**src/rtl/dmem_wbuf.sv**
```systemverilog
// Posted-write buffer between the core load/store port and the L1 data cache.
// Writes are queued in a circular FIFO and drained in order; reads bypass the
// queue unless they hit a pending word, in which case they wait for the drain.
// A write to the youngest entry's word merges into that entry.
module dmem_wbuf #(
    parameter int unsigned DEPTH = 4,
    parameter int unsigned AW    = 32
) (
    input  logic          clk,
    input  logic          rst,
    input  logic          core_req,
    input  logic          core_wr,
    input  logic [AW-1:0] core_addr,
    input  logic [3:0]    core_byte,
    input  logic [31:0]   core_wdata,
    output logic [31:0]   core_rdata,
    output logic          core_busy,
    output logic          mem_req,
    output logic          mem_wr,
    output logic [AW-1:0] mem_addr,
    output logic [3:0]    mem_byte,
    output logic [31:0]   mem_wdata,
    input  logic [31:0]   mem_rdata,
    input  logic          mem_busy,
    output logic          wbuf_empty
);

    localparam int unsigned PW = (DEPTH > 1) ? $clog2(DEPTH) : 1;
    localparam int unsigned CW = $clog2(DEPTH + 1);
    localparam int unsigned WW = AW - 2;

    typedef struct packed {
        logic [WW-1:0] waddr;
        logic [3:0]    strb;
        logic [31:0]   data;
    } entry_t;

    entry_t           ent_q [DEPTH];
    entry_t           ent_d [DEPTH];
    logic [DEPTH-1:0] valid_q;
    logic [DEPTH-1:0] valid_d;
    logic [PW-1:0]    head_q;
    logic [PW-1:0]    head_d;
    logic [PW-1:0]    tail_q;
    logic [PW-1:0]    tail_d;
    logic [CW-1:0]    count_q;
    logic [CW-1:0]    count_d;

    logic [WW-1:0]    core_word_c;
    logic [PW-1:0]    young_c;
    logic             is_rd_c;
    logic             is_wr_c;
    logic             hazard_c;
    logic             full_c;
    logic             merge_c;
    logic             head_merge_c;
    logic             rd_pass_c;
    logic             drain_c;
    logic             deq_c;
    logic             enq_c;

    assign core_word_c = core_addr[AW-1:2];
    assign young_c     = tail_q - PW'(1);
    assign is_rd_c     = !rst && core_req && !core_wr;
    assign is_wr_c     = !rst && core_req && core_wr;
    assign full_c      = (count_q == CW'(DEPTH));

    // Read hazard: the requested word is still sitting in the buffer.
    always_comb begin
        hazard_c = 1'b0;
        for (int unsigned i = 0; i < DEPTH; i++) begin
            if (valid_q[PW'(i)] && (ent_q[PW'(i)].waddr == core_word_c)) begin
                hazard_c = 1'b1;
            end
        end
    end

    // Arbitration between read pass-through, write merge/enqueue and drain.
    // A merge into the head entry withholds the drain for that cycle so the
    // cache never sees head fields change under an outstanding request.
    always_comb begin
        merge_c      = is_wr_c && (count_q != '0) && (ent_q[young_c].waddr == core_word_c);
        head_merge_c = merge_c && (count_q == CW'(1));
        rd_pass_c    = is_rd_c && !hazard_c;
        drain_c      = !rst && (count_q != '0) && !rd_pass_c && !head_merge_c;
        deq_c        = drain_c && !mem_busy;
        enq_c        = is_wr_c && !merge_c && !full_c;
    end

    // Core-side handshake; read data is a straight pass from the cache.
    always_comb begin
        core_busy  = 1'b0;
        core_rdata = mem_rdata;
        if (rst) begin
            core_busy = 1'b1;
        end else if (core_req) begin
            if (core_wr) begin
                core_busy = !merge_c && full_c;
            end else begin
                core_busy = hazard_c || mem_busy;
            end
        end
    end

    // Cache-side request: read pass-through wins, otherwise present the head.
    always_comb begin
        mem_req   = 1'b0;
        mem_wr    = 1'b0;
        mem_addr  = {ent_q[head_q].waddr, 2'b00};
        mem_byte  = ent_q[head_q].strb;
        mem_wdata = ent_q[head_q].data;
        if (rd_pass_c) begin
            mem_req  = 1'b1;
            mem_addr = core_addr;
            mem_byte = core_byte;
        end else if (drain_c) begin
            mem_req = 1'b1;
            mem_wr  = 1'b1;
        end
    end

    assign wbuf_empty = (count_q == '0);

    // Next-state for the FIFO: dequeue at head, enqueue at tail, merge into youngest.
    always_comb begin
        ent_d   = ent_q;
        valid_d = valid_q;
        head_d  = head_q;
        tail_d  = tail_q;
        count_d = count_q;
        if (deq_c) begin
            valid_d[head_q] = 1'b0;
            head_d          = head_q + PW'(1);
        end
        if (enq_c) begin
            ent_d[tail_q].waddr = core_word_c;
            ent_d[tail_q].strb  = core_byte;
            ent_d[tail_q].data  = core_wdata;
            valid_d[tail_q]     = 1'b1;
            tail_d              = tail_q + PW'(1);
        end
        if (merge_c) begin
            ent_d[young_c].strb = ent_q[young_c].strb | core_byte;
            for (int unsigned b = 0; b < 4; b++) begin
                if (core_byte[2'(b)]) begin
                    ent_d[young_c].data[8*b +: 8] = core_wdata[8*b +: 8];
                end
            end
        end
        if (enq_c && !deq_c) begin
            count_d = count_q + CW'(1);
        end else if (deq_c && !enq_c) begin
            count_d = count_q - CW'(1);
        end
    end

    // FIFO state registers; reset discards every pending entry.
    always_ff @(posedge clk or posedge rst) begin
        if (rst) begin
            for (int unsigned i = 0; i < DEPTH; i++) begin
                ent_q[PW'(i)] <= '0;
            end
            valid_q <= '0;
            head_q  <= '0;
            tail_q  <= '0;
            count_q <= '0;
        end else begin
            ent_q   <= ent_d;
            valid_q <= valid_d;
            head_q  <= head_d;
            tail_q  <= tail_d;
            count_q <= count_d;
        end
    end

endmodule

```
**config.mk**
```make
export PLATFORM = sky130hd
export DESIGN_NAME = dmem_wbuf
export DESIGN_NICKNAME = d
export VERILOG_FILES = /design/src/rtl/dmem_wbuf.sv
export SDC_FILE = /design/constraint.sdc
export NUM_CORES = 1
export LEC_CHECK = 0
export ABC_AREA = 1
export CAP_MARGIN = 20
export CORE_ASPECT_RATIO = 1.25
export CORE_MARGIN = 3
export CORE_UTILIZATION = 25
export DETAILED_ROUTE_END_ITERATION = 10
export MAX_ROUTING_LAYER = met4
export PLACE_DENSITY_LB_ADDON = 0.05
export SETUP_SLACK_MARGIN = 0.1
export SKIP_CTS_REPAIR_TIMING = 1
export SYNTH_ARGS = -nofsm -noshare
export SYNTH_HDL_FRONTEND = slang
export SYNTH_SLANG_ARGS = --single-unit
```
**constraint.sdc**
```tcl
create_clock -name clk -period 8.9 [get_ports clk]
set_clock_uncertainty 0.15 [all_clocks]
set_input_delay 0.89 -clock clk [delete_from_list [all_inputs] [get_ports clk]]
set_output_delay 0.89 -clock clk [all_outputs]
set_load 0.005 [all_outputs]
```
Word-level counts from Yosys, hierarchy flattened --
Index checks and enable logic that the tools add are counted.
Cells by class: $add $sub $neg 5, multiply operators 0, divide/modulo/power cells 0, magnitude comparators 9, equality and inequality tests 7, shift operators 0, muxes and demuxes 59, bitwise operators 7, reductions and logical operators 38
Operators by type and width (number):
- 264-bit 2-to-1 mux | 9
- 264-bit bitwise mux | 8
- 66-bit demux with 2-bit select | 8
- 66-bit 2-to-1 mux | 5
- 66-bit binary-select mux with 2-bit select | 2
- 30-bit == test | 5
- 32-bit 2-to-1 mux | 3
- 36-bit 2-to-1 mux | 2
- 1-bit logical AND | 24
- 24-bit 2-to-1 mux | 1
- 16-bit 2-to-1 mux | 1
- 1-bit 2-to-1 mux | 12
- 4-bit 2-to-1 mux | 3
- 1-bit logical NOT | 10
- 3-bit greater-or-equal comparator, second input constant | 3
- 2-bit NOT with 3-bit output | 3
- 8-bit 2-to-1 mux | 1
- 4-bit bitwise OR | 2
- 2-bit by 3-bit less-than comparator with 1-bit output, second input constant | 2
- 3-bit by 1-bit less-than comparator with 1-bit output, second input constant | 2
- 3-bit 2-to-1 mux | 2
- 2-bit by 1-bit adder with 2-bit output, second input constant | 2
- 4-bit bitwise AND | 1
- 1-bit demux with 2-bit select | 2
- 11 further kinds | 12
Word-level totals: flip-flop bits (word level) 275, latch bits 0, bits in writable memories 0, bits in read-only memories 0, input port bits 105, output and inout bits 104, memories kept 0

Depth between registers and ports, before layout --
Gate-level depths: netlist of run 1.
depth after elaboration 24, gate-level depth with buffers 25, mapped depth without buffers 21

Worst setup path before layout of run 1 --
No wires, ideal clock.
kind input -> output, start point input rst, end point output core_busy, arrival 8.257 ns, path slack -0.397 ns, stages 13, buffers on the path 1, cell sequence inv_1 nand3_1 a21oi_1 nand2_1 nor2_1 nand2_1 nor2_2 nand2_1 buf_6 nand2_1 nand2_1 nand3_1 nand2_1
On the way: longest elaborated chain between the ends 10
RTL lines:
- start: declaration | line 10 | input logic rst,
- 1-bit logical NOT (no source line)
- 1-bit logical AND (2 in a row) | line 65 | assign is_wr_c = !rst && core_req && core_wr;
- 1-bit logical AND (2 in a row) | line 82 | merge_c = is_wr_c && (count_q != '0) && (ent_q[young_c].waddr == core_word_c);
- 1-bit logical NOT | line 98 | core_busy = !merge_c && full_c;
- 1-bit logical AND | line 98
- 1-bit 2-to-1 mux | line 97 | if (core_wr) begin
- 1-bit 2-to-1 mux | line 96 | end else if (core_req) begin
- 1-bit 2-to-1 mux (*) | line 94 | if (rst) begin
- end: declaration | line 17 | output logic core_busy,
Mark *: on every way between the ends. The rest lies on a longest branch, timed or not.

Worst setup path after layout of run 1 --
Same ends and word-level chain as after synthesis.

==> impl_metrics.json, run 1 <==
{
  "critPathArrivalTime_ns": 4.89,
  "ant_nets": 0,
  "avgSynthCellArea_um2": 6.716,
  "die_width_um": 244.1,
  "core-area_um2": 69860,
  "setup_viol": 0,
  "numCtsBuffers": 38,
  "worstPathCellList": "clkdlybuf4s50_1 -> clkinvlp_4 -> buf_4 -> nand3_1 -> a21oi_1 -> nand2_1 -> nor2_1 -> nand2_1 -> nor2_2 -> nand2_1 -> nand2_1 -> nand2_1 -> nand3_1 -> nand2_1 -> clkdlybuf4s50_1",
  "crit_type": "in2out",
  "whs_path_depth": 2,
  "io_pins": 209,
  "start_util": 0.2535,
  "hold_end": "ent_q[162]",
  "via_count": 17660,
  "htree_num_levels": 2,
  "fp.dieH_um": 303.6,
  "crit_family": "simple AND/OR/NAND/NOR gates",
  "postSynthCellCount": 2637,
  "syn_area_um2": 17710,
  "synth_area_leaders": "dfrtp_1 39%, nand2_1 21%, o21ai_0 9.2%",
  "grt_use_met2": 0.3579,
  "tightest_slew_ns": 1.046,
  "met1_usage": 0.2485,
  "outcome": "completed",
  "met3_usage": 0.03463,
  "drive_gt1_frac": 0.04758,
  "synthFlopType": "dfrtp_1",
  "finalHoldViolations": 0,
  "synth_cell_types": 35,
  "clk_pin_slew_ns": 0.06,
  "slew_headroom": 0.3029,
  "ys_seq_area_frac": 0.3886,
  "wirelength_um": 76790,
  "syn_nets": 2755,
  "placementRows": 108,
  "insertion_delay_ns": 0.56,
  "r2r_cells": 17,
  "startpoint_type": "input pin",
  "fin_crit_sh": 0.6667,
  "vias_per_cell": 4.870,
  "yosysTopAreaCell": "dfrtp_1",
  "grt_pass1_vias": 17550,
  "timing.rr.start": "tail_q[1]",
  "dp_hpwl_um": 51830,
  "clockBufferDepth": 3,
  "cap_violations": 0,
  "antenna_found_initial": 2,
  "fmax_mhz": 168.5,
  "leakage_uw": 0.01026,
  "reg2reg_slack_ns": 3.69,
  "hold_path.class": "reg2reg",
  "setup_tns_ns": 0,
  "async_reset_ff_frac": 1.000,
  "preCtsSetupSlack_ns": 2.698,
  "crit_top_cell": "nand2_1",
  "grt_pass1_wl_um": 114100,
  "grt.busiest_layer": "met2",
  "clock_sinks": 275,
  "drtIter0Drc": 1302,
  "slew_violations": 0,
  "num-fill-cells": 7733,
  "clockRootBuffer": "clkbuf_16",
  "io_buffer_count": 144,
  "cpPeakStageDelay_ns": 0.61,
  "nets": 2781,
  "die_area_um2": 74090,
  "worst-path-stages": 15,
  "cp_num_buf_inv": 4,
  "grt_overflow_total": 0,
  "cp-end-kind": "primary output",
  "grt_max_degree": 123,
  "setup_ws_ns": 2.966,
  "synth_top_area_share": 0.3886,
  "p_per_area_nw_per_um2": 384.5,
  "gr-usage-all-layers": 0.2096,
  "yosys_warnings": 0,
  "vdd.ir_drop.worst_v": 0.0003587,
  "routedWlPerCell_um": 21.17,
  "cts_tree": "done",
  "rsz0062_at_grt": "false",
  "synth_edf_count": 0,
  "hold_start": "ent_q[162]",
  "required_ns": 7.86,
  "crit_path_top_delay_cell": "nand2_1",
  "area_growth_pct": 17.63,
  "ys_ff_latch": 275,
  "drt_drc_violations_left": 0,
  "firstDrtPassIters": 5,
  "crit_path_max_fanout": 47,
  "layout_min_cycle_time_ns": 5.934,
  "gp_congestion": 0.9071
}
area by class of cell:
| type | instances | area (um2) | area share |
|---|---|---|---|
| flip-flops and latches | 275 | 6888 | 0.3306 |
| clock buffers | 60 | 1135 | 0.05447 |
| clock inverters | 7 | 63.81 | 0.003063 |
| multi-input cells | 1976 | 9102 | 0.4369 |
| well taps | 935 | 1170 | 0.05616 |
| repair buffers | 166 | 1692 | 0.08120 |
| diodes | 2 | 5.005 | 0.0002402 |
| inverters | 206 | 777.0 | 0.03730 |
worst min-delay path, stage by stage, from the launching register on:
cell	delay [ns]
dfrtp_1	0.34
nand3_1	0.07
nand2_1	0.06
metrics by stage:
step	std cells	util	area [um2]	total power (uW)	hold WS (ns)
floorplan	2637	-	17710	4742	0.2922
global placement	3554	0.2797	19540	6503	0.3328
detailed placement	3557	0.2806	19600	6523	0.3384
CTS	3624	0.2977	20800	8108	0.3536
global route	3627	0.2982	20830	8690	0.3732
finish	3627	0.2982	20830	8011	0.3502
cell families (layout without fill, tap and decap cells):
logic type | count (synthesis) | after routing | share of synthesized area
flops | 275 | 275 | 0.3886
simple gates | 1498 | 1498 | 0.3627
compound gates | 441 | 441 | 0.1270
buf+inv | 386 | 439 | 0.1007
fa+ha+maj | 13 | 13 | 0.009185
xor+xnor | 24 | 24 | 0.01187
other cells | 0 | 2 | 0
power breakdown:
part / total, uW / internal, uW / switching (uW)
logic: 4130 / 1540 / 2590
clock network: 1520 / 900 / 619
registers: 2360 / 1820 / 542
total: 8010 / 4260 / 3750
metal layers:
layer / share of wire / vias to the layer above
met1: 0.42 / 8469
met2: 0.49 / 523
met3: 0.050 / 143
li1: - / 8528
met5: 0 / -
met4: 0.039 / 0
worst max path at each step:
stage                            start  slack [ns]          end
final                              rst        2.97    core_busy
after global routing               rst        2.49    core_busy
after CTS                 core_addr[7]        2.64  mem_addr[2]
after detailed placement  core_addr[7]        2.70  mem_addr[2]
after global placement             rst        2.67    ent_q[33]
after floorplan                    rst        1.86    core_busy
cells in the final DEF, fill, tap and decap left out, types with 3 or more instances in the layout:
cell and count:
clkinv_1 7, nor2_1 167, ha_1 12, nand4_1 27, buf_12 3, inv_1 194, inv_2 4, buf_4 16
a21oi_1 80, clkbuf_16 39, nand2_2 6, clkbuf_8 8, xor2_1 13, nand3_1 290, nand3_4 5, clkbuf_1 13
xnor2_1 11, clkinv_2 5, dfrtp_1 272, o21ai_0 326, nand4_2 6, nand4_4 10, nand2_4 10, nand2_1 968
clkdlybuf4s50_1 144, o22ai_1 32
synth_stat cells (3+ instances only):
library cell and n:
a21oi_1 80, buf_1 10, buf_2 37, buf_4 45, buf_6 9, clkbuf_1 70, clkbuf_2 6, clkinv_1 7
dfrtp_1 275, ha_1 13, inv_1 196, inv_2 3, nand2_1 968, nand2_2 6, nand2_4 10, nand3_1 293
nand4_1 27, nand4_2 6, nand4_4 10, nor2_1 168, o21ai_0 326, o22ai_1 32, xnor2_1 11, xor2_1 13
Power figures use the tool's default switching activity.
==> run 2, diff against run 1 <==
==> constraint.sdc (replaced) <==
create_clock -name clk -period 5.2 [get_ports clk]
set_clock_uncertainty 0.15 [all_clocks]
set_input_delay 0.52 -clock clk [delete_from_list [all_inputs] [get_ports clk]]
set_output_delay 0.52 -clock clk [all_outputs]
set_load 0.005 [all_outputs]
==> run 2 against run 1 <==
  * Die area did not move
  * Final cell count rose by 0.85%
  * Wire length fell by 0.12%
  * Non-clock buffer count rose by 25
  * Sequential cell count did not move
  * First-iteration DRC count fell by 5.3%
  * Sequential power rose by 68%
  * Hold slack got worse by 0.16 ns
  * Count of clock-buffer cells in the layout rose by 2
  * Setup slack got worse by 2.6 ns
==> impl_metrics.json, run 2 (synthesis gave the netlist of run 1 again) <==
{
  "outcome": "completed",
  "crit_path_top_delay_cell": "clkdlybuf4s50_1",
  "core-area_um2": 69860,
  "dp.cells": 3583,
  "crit_path_max_fanout": 23,
  "crit_type": "reg2out",
  "insertion_delay_ns": 0.57,
  "swShare": 0.4622,
  "clockRootBuffer": "clkbuf_16",
  "gr-usage-all-layers": 0.2110,
  "fmax_mhz": 208.9,
  "startpoint_type": "register",
  "clk_pin_slew_ns": 0.06,
  "p_int_uw": 7480,
  "p_sw_uw": 6429,
  "gp_congestion": 0.8488,
  "p_per_area_nw_per_um2": 652.8,
  "setup_viol": 0,
  "critPathArrivalTime_ns": 4.12,
  "drive_gt1_frac": 0.07061,
  "die_width_um": 244.1,
  "p_comb_frac": 0.522,
  "regToRegEndpoint": "ent_q[208]",
  "firstDrtPassIters": 5,
  "r2r_cells": 14,
  "grt_overflow_total": 0,
  "leakage_uw": 0.01049,
  "cpPeakStageDelay_ns": 0.56,
  "via_count": 17670,
  "drtIter0Drc": 1233,
  "multiInputGateArea_um2": 9285,
  "io_pins": 209,
  "grt_pass1_vias": 17560,
  "ant_nets": 0,
  "clock_sinks": 275,
  "area_growth_pct": 20.31,
  "wirelength_um": 76700,
  "die_area_um2": 74090,
  "reg2reg_slack_ns": 1.00,
  "drt_drc_violations_left": 0,
  "clockPowerShare": 0.194,
  "worstPathCellList": "inv_1 -> ha_2 -> buf_4 -> nand3_1 -> nand2_1 -> nand2_1 -> nand2_1 -> nand2_1 -> nor2_1 -> nand2_1 -> nor2_1 -> nand2_2 -> buf_4 -> nand2_1 -> nand2_1 -> nand3_1 -> nand2_1 -> clkdlybuf4s50_1",
  "crit_family": "simple AND/OR/NAND/NOR gates",
  "seq_power_share": 0.284,
  "numCtsBuffers": 39,
  "nets": 2807,
  "fin_crit_sh": 0.9206,
  "tightest_slew_ns": 1.018,
  "start_util": 0.2535,
  "antenna_found_initial": 5,
  "htree_num_levels": 2,
  "power_uw": 13910,
  "layout_min_cycle_time_ns": 4.787,
  "cp-end-kind": "primary output",
  "num-fill-cells": 7732,
  "hold_path.class": "in2async",
  "final_common_cell": "nand2_1",
  "vias_per_cell": 4.832,
  "dp_hpwl_um": 51530,
  "placementRows": 108,
  "fp.dieH_um": 303.6,
  "setup_tns_ns": 0,
  "clockBufferDepth": 3,
  "io_buffer_count": 144,
  "vdd.ir_drop.worst_v": 0.0003926,
  "required_ns": 4.53,
  "final_cell_count_no_fill": 3658,
  "mostFrequentLayoutCells": "963 x nand2_1, 272 x dfrtp_1, 264 x nand3_1",
  "routedWlPerCell_um": 20.97,
  "cap_violations": 0,
  "rsz0062_at_grt": "false",
  "cp_num_buf_inv": 4,
  "finalHoldViolations": 0,
  "seq_area_um2": 6888,
  "grt_pass1_wl_um": 115100,
  "cts_tree": "done",
  "slew_headroom": 0.3210,
  "grt_max_degree": 197,
  "timing.rr.start": "tail_q[0]",
  "crit_top_cell": "nand2_1",
  "slew_violations": 0
}
## run 2: cell types whose count changed in the layout (fill, tap and decap cells not counted), moves of 3 or more
| cell | previous run | this run |
|---|---|---|
| inv_6 | 1 | 4 |
| nand3_2 | 0 | 25 |
| o21ai_0 | 326 | 211 |
| buf_12 | 3 | 10 |
| clkbuf_8 | 8 | 11 |
| o21ai_1 | 2 | 117 |
| nand3_1 | 290 | 264 |
| nand2_1 | 968 | 963 |
| buf_4 | 16 | 37 |
| nand2_4 | 10 | 14 |
## run 2: area by class of cell
class / instances / share of cell area
antenna: 4 / 0.0004698
clock buffer: 62 / 0.05502
clock inverter: 9 / 0.003993
inverter: 206 / 0.03647
multi-input combinational: 1976 / 0.4358
sequential: 275 / 0.3233
tap: 935 / 0.05491
timing repair buffer: 191 / 0.09008
## run 2: per-stage QoR
stage | util | hold slack (ns) | cell area (um2) | worst slack [ns]
after global routing | 0.3050 | 0.1880 | 21310 | 0.1593
final | 0.3050 | 0.1915 | 21310 | 0.4126
after detailed placement | 0.2868 | 0.3247 | 20040 | 0.4876
after global placement | 0.2868 | 0.3238 | 20040 | 0.4648
after floorplan | - | 0.2922 | 18210 | -1.156
after CTS | 0.3048 | 0.1635 | 21300 | 0.3556
## run 2: layer usage
| metal | GRT usage | routed length (um) | up-vias |
|---|---|---|---|
| li1 | - | - | 8599 |
| met1 | 0.2553 | 32700 | 8492 |
| met2 | 0.3585 | 37530 | 446 |
| met3 | 0.02996 | 3447 | 137 |
| met4 | 0.07838 | 3013 | 0 |
| met5 | - | 0 | - |
## run 2: worst max-delay path by stage
stage,cells after the start,startpoint,to
after floorplan,16,rst,count_q[2]
after global placement,16,core_addr[2],mem_addr[12]
after detailed placement,16,core_addr[2],mem_addr[20]
after CTS,18,tail_q[1],core_busy
after global routing,18,tail_q[1],core_busy
final,18,tail_q[1],core_busy
## run 2: power groups by stage
stage / Sequential [uW] / Clock, uW / Combinational, uW
2_1_floorplan: 3690 / 0 / 4570
4_1_cts: 3950 / 2790 / 7390
3_5_place_dp: 3980 / 0 / 7350
6_report: 3960 / 2700 / 7250
5_1_grt: 4090 / 2870 / 8180
3_3_place_gp: 3970 / 0 / 7360
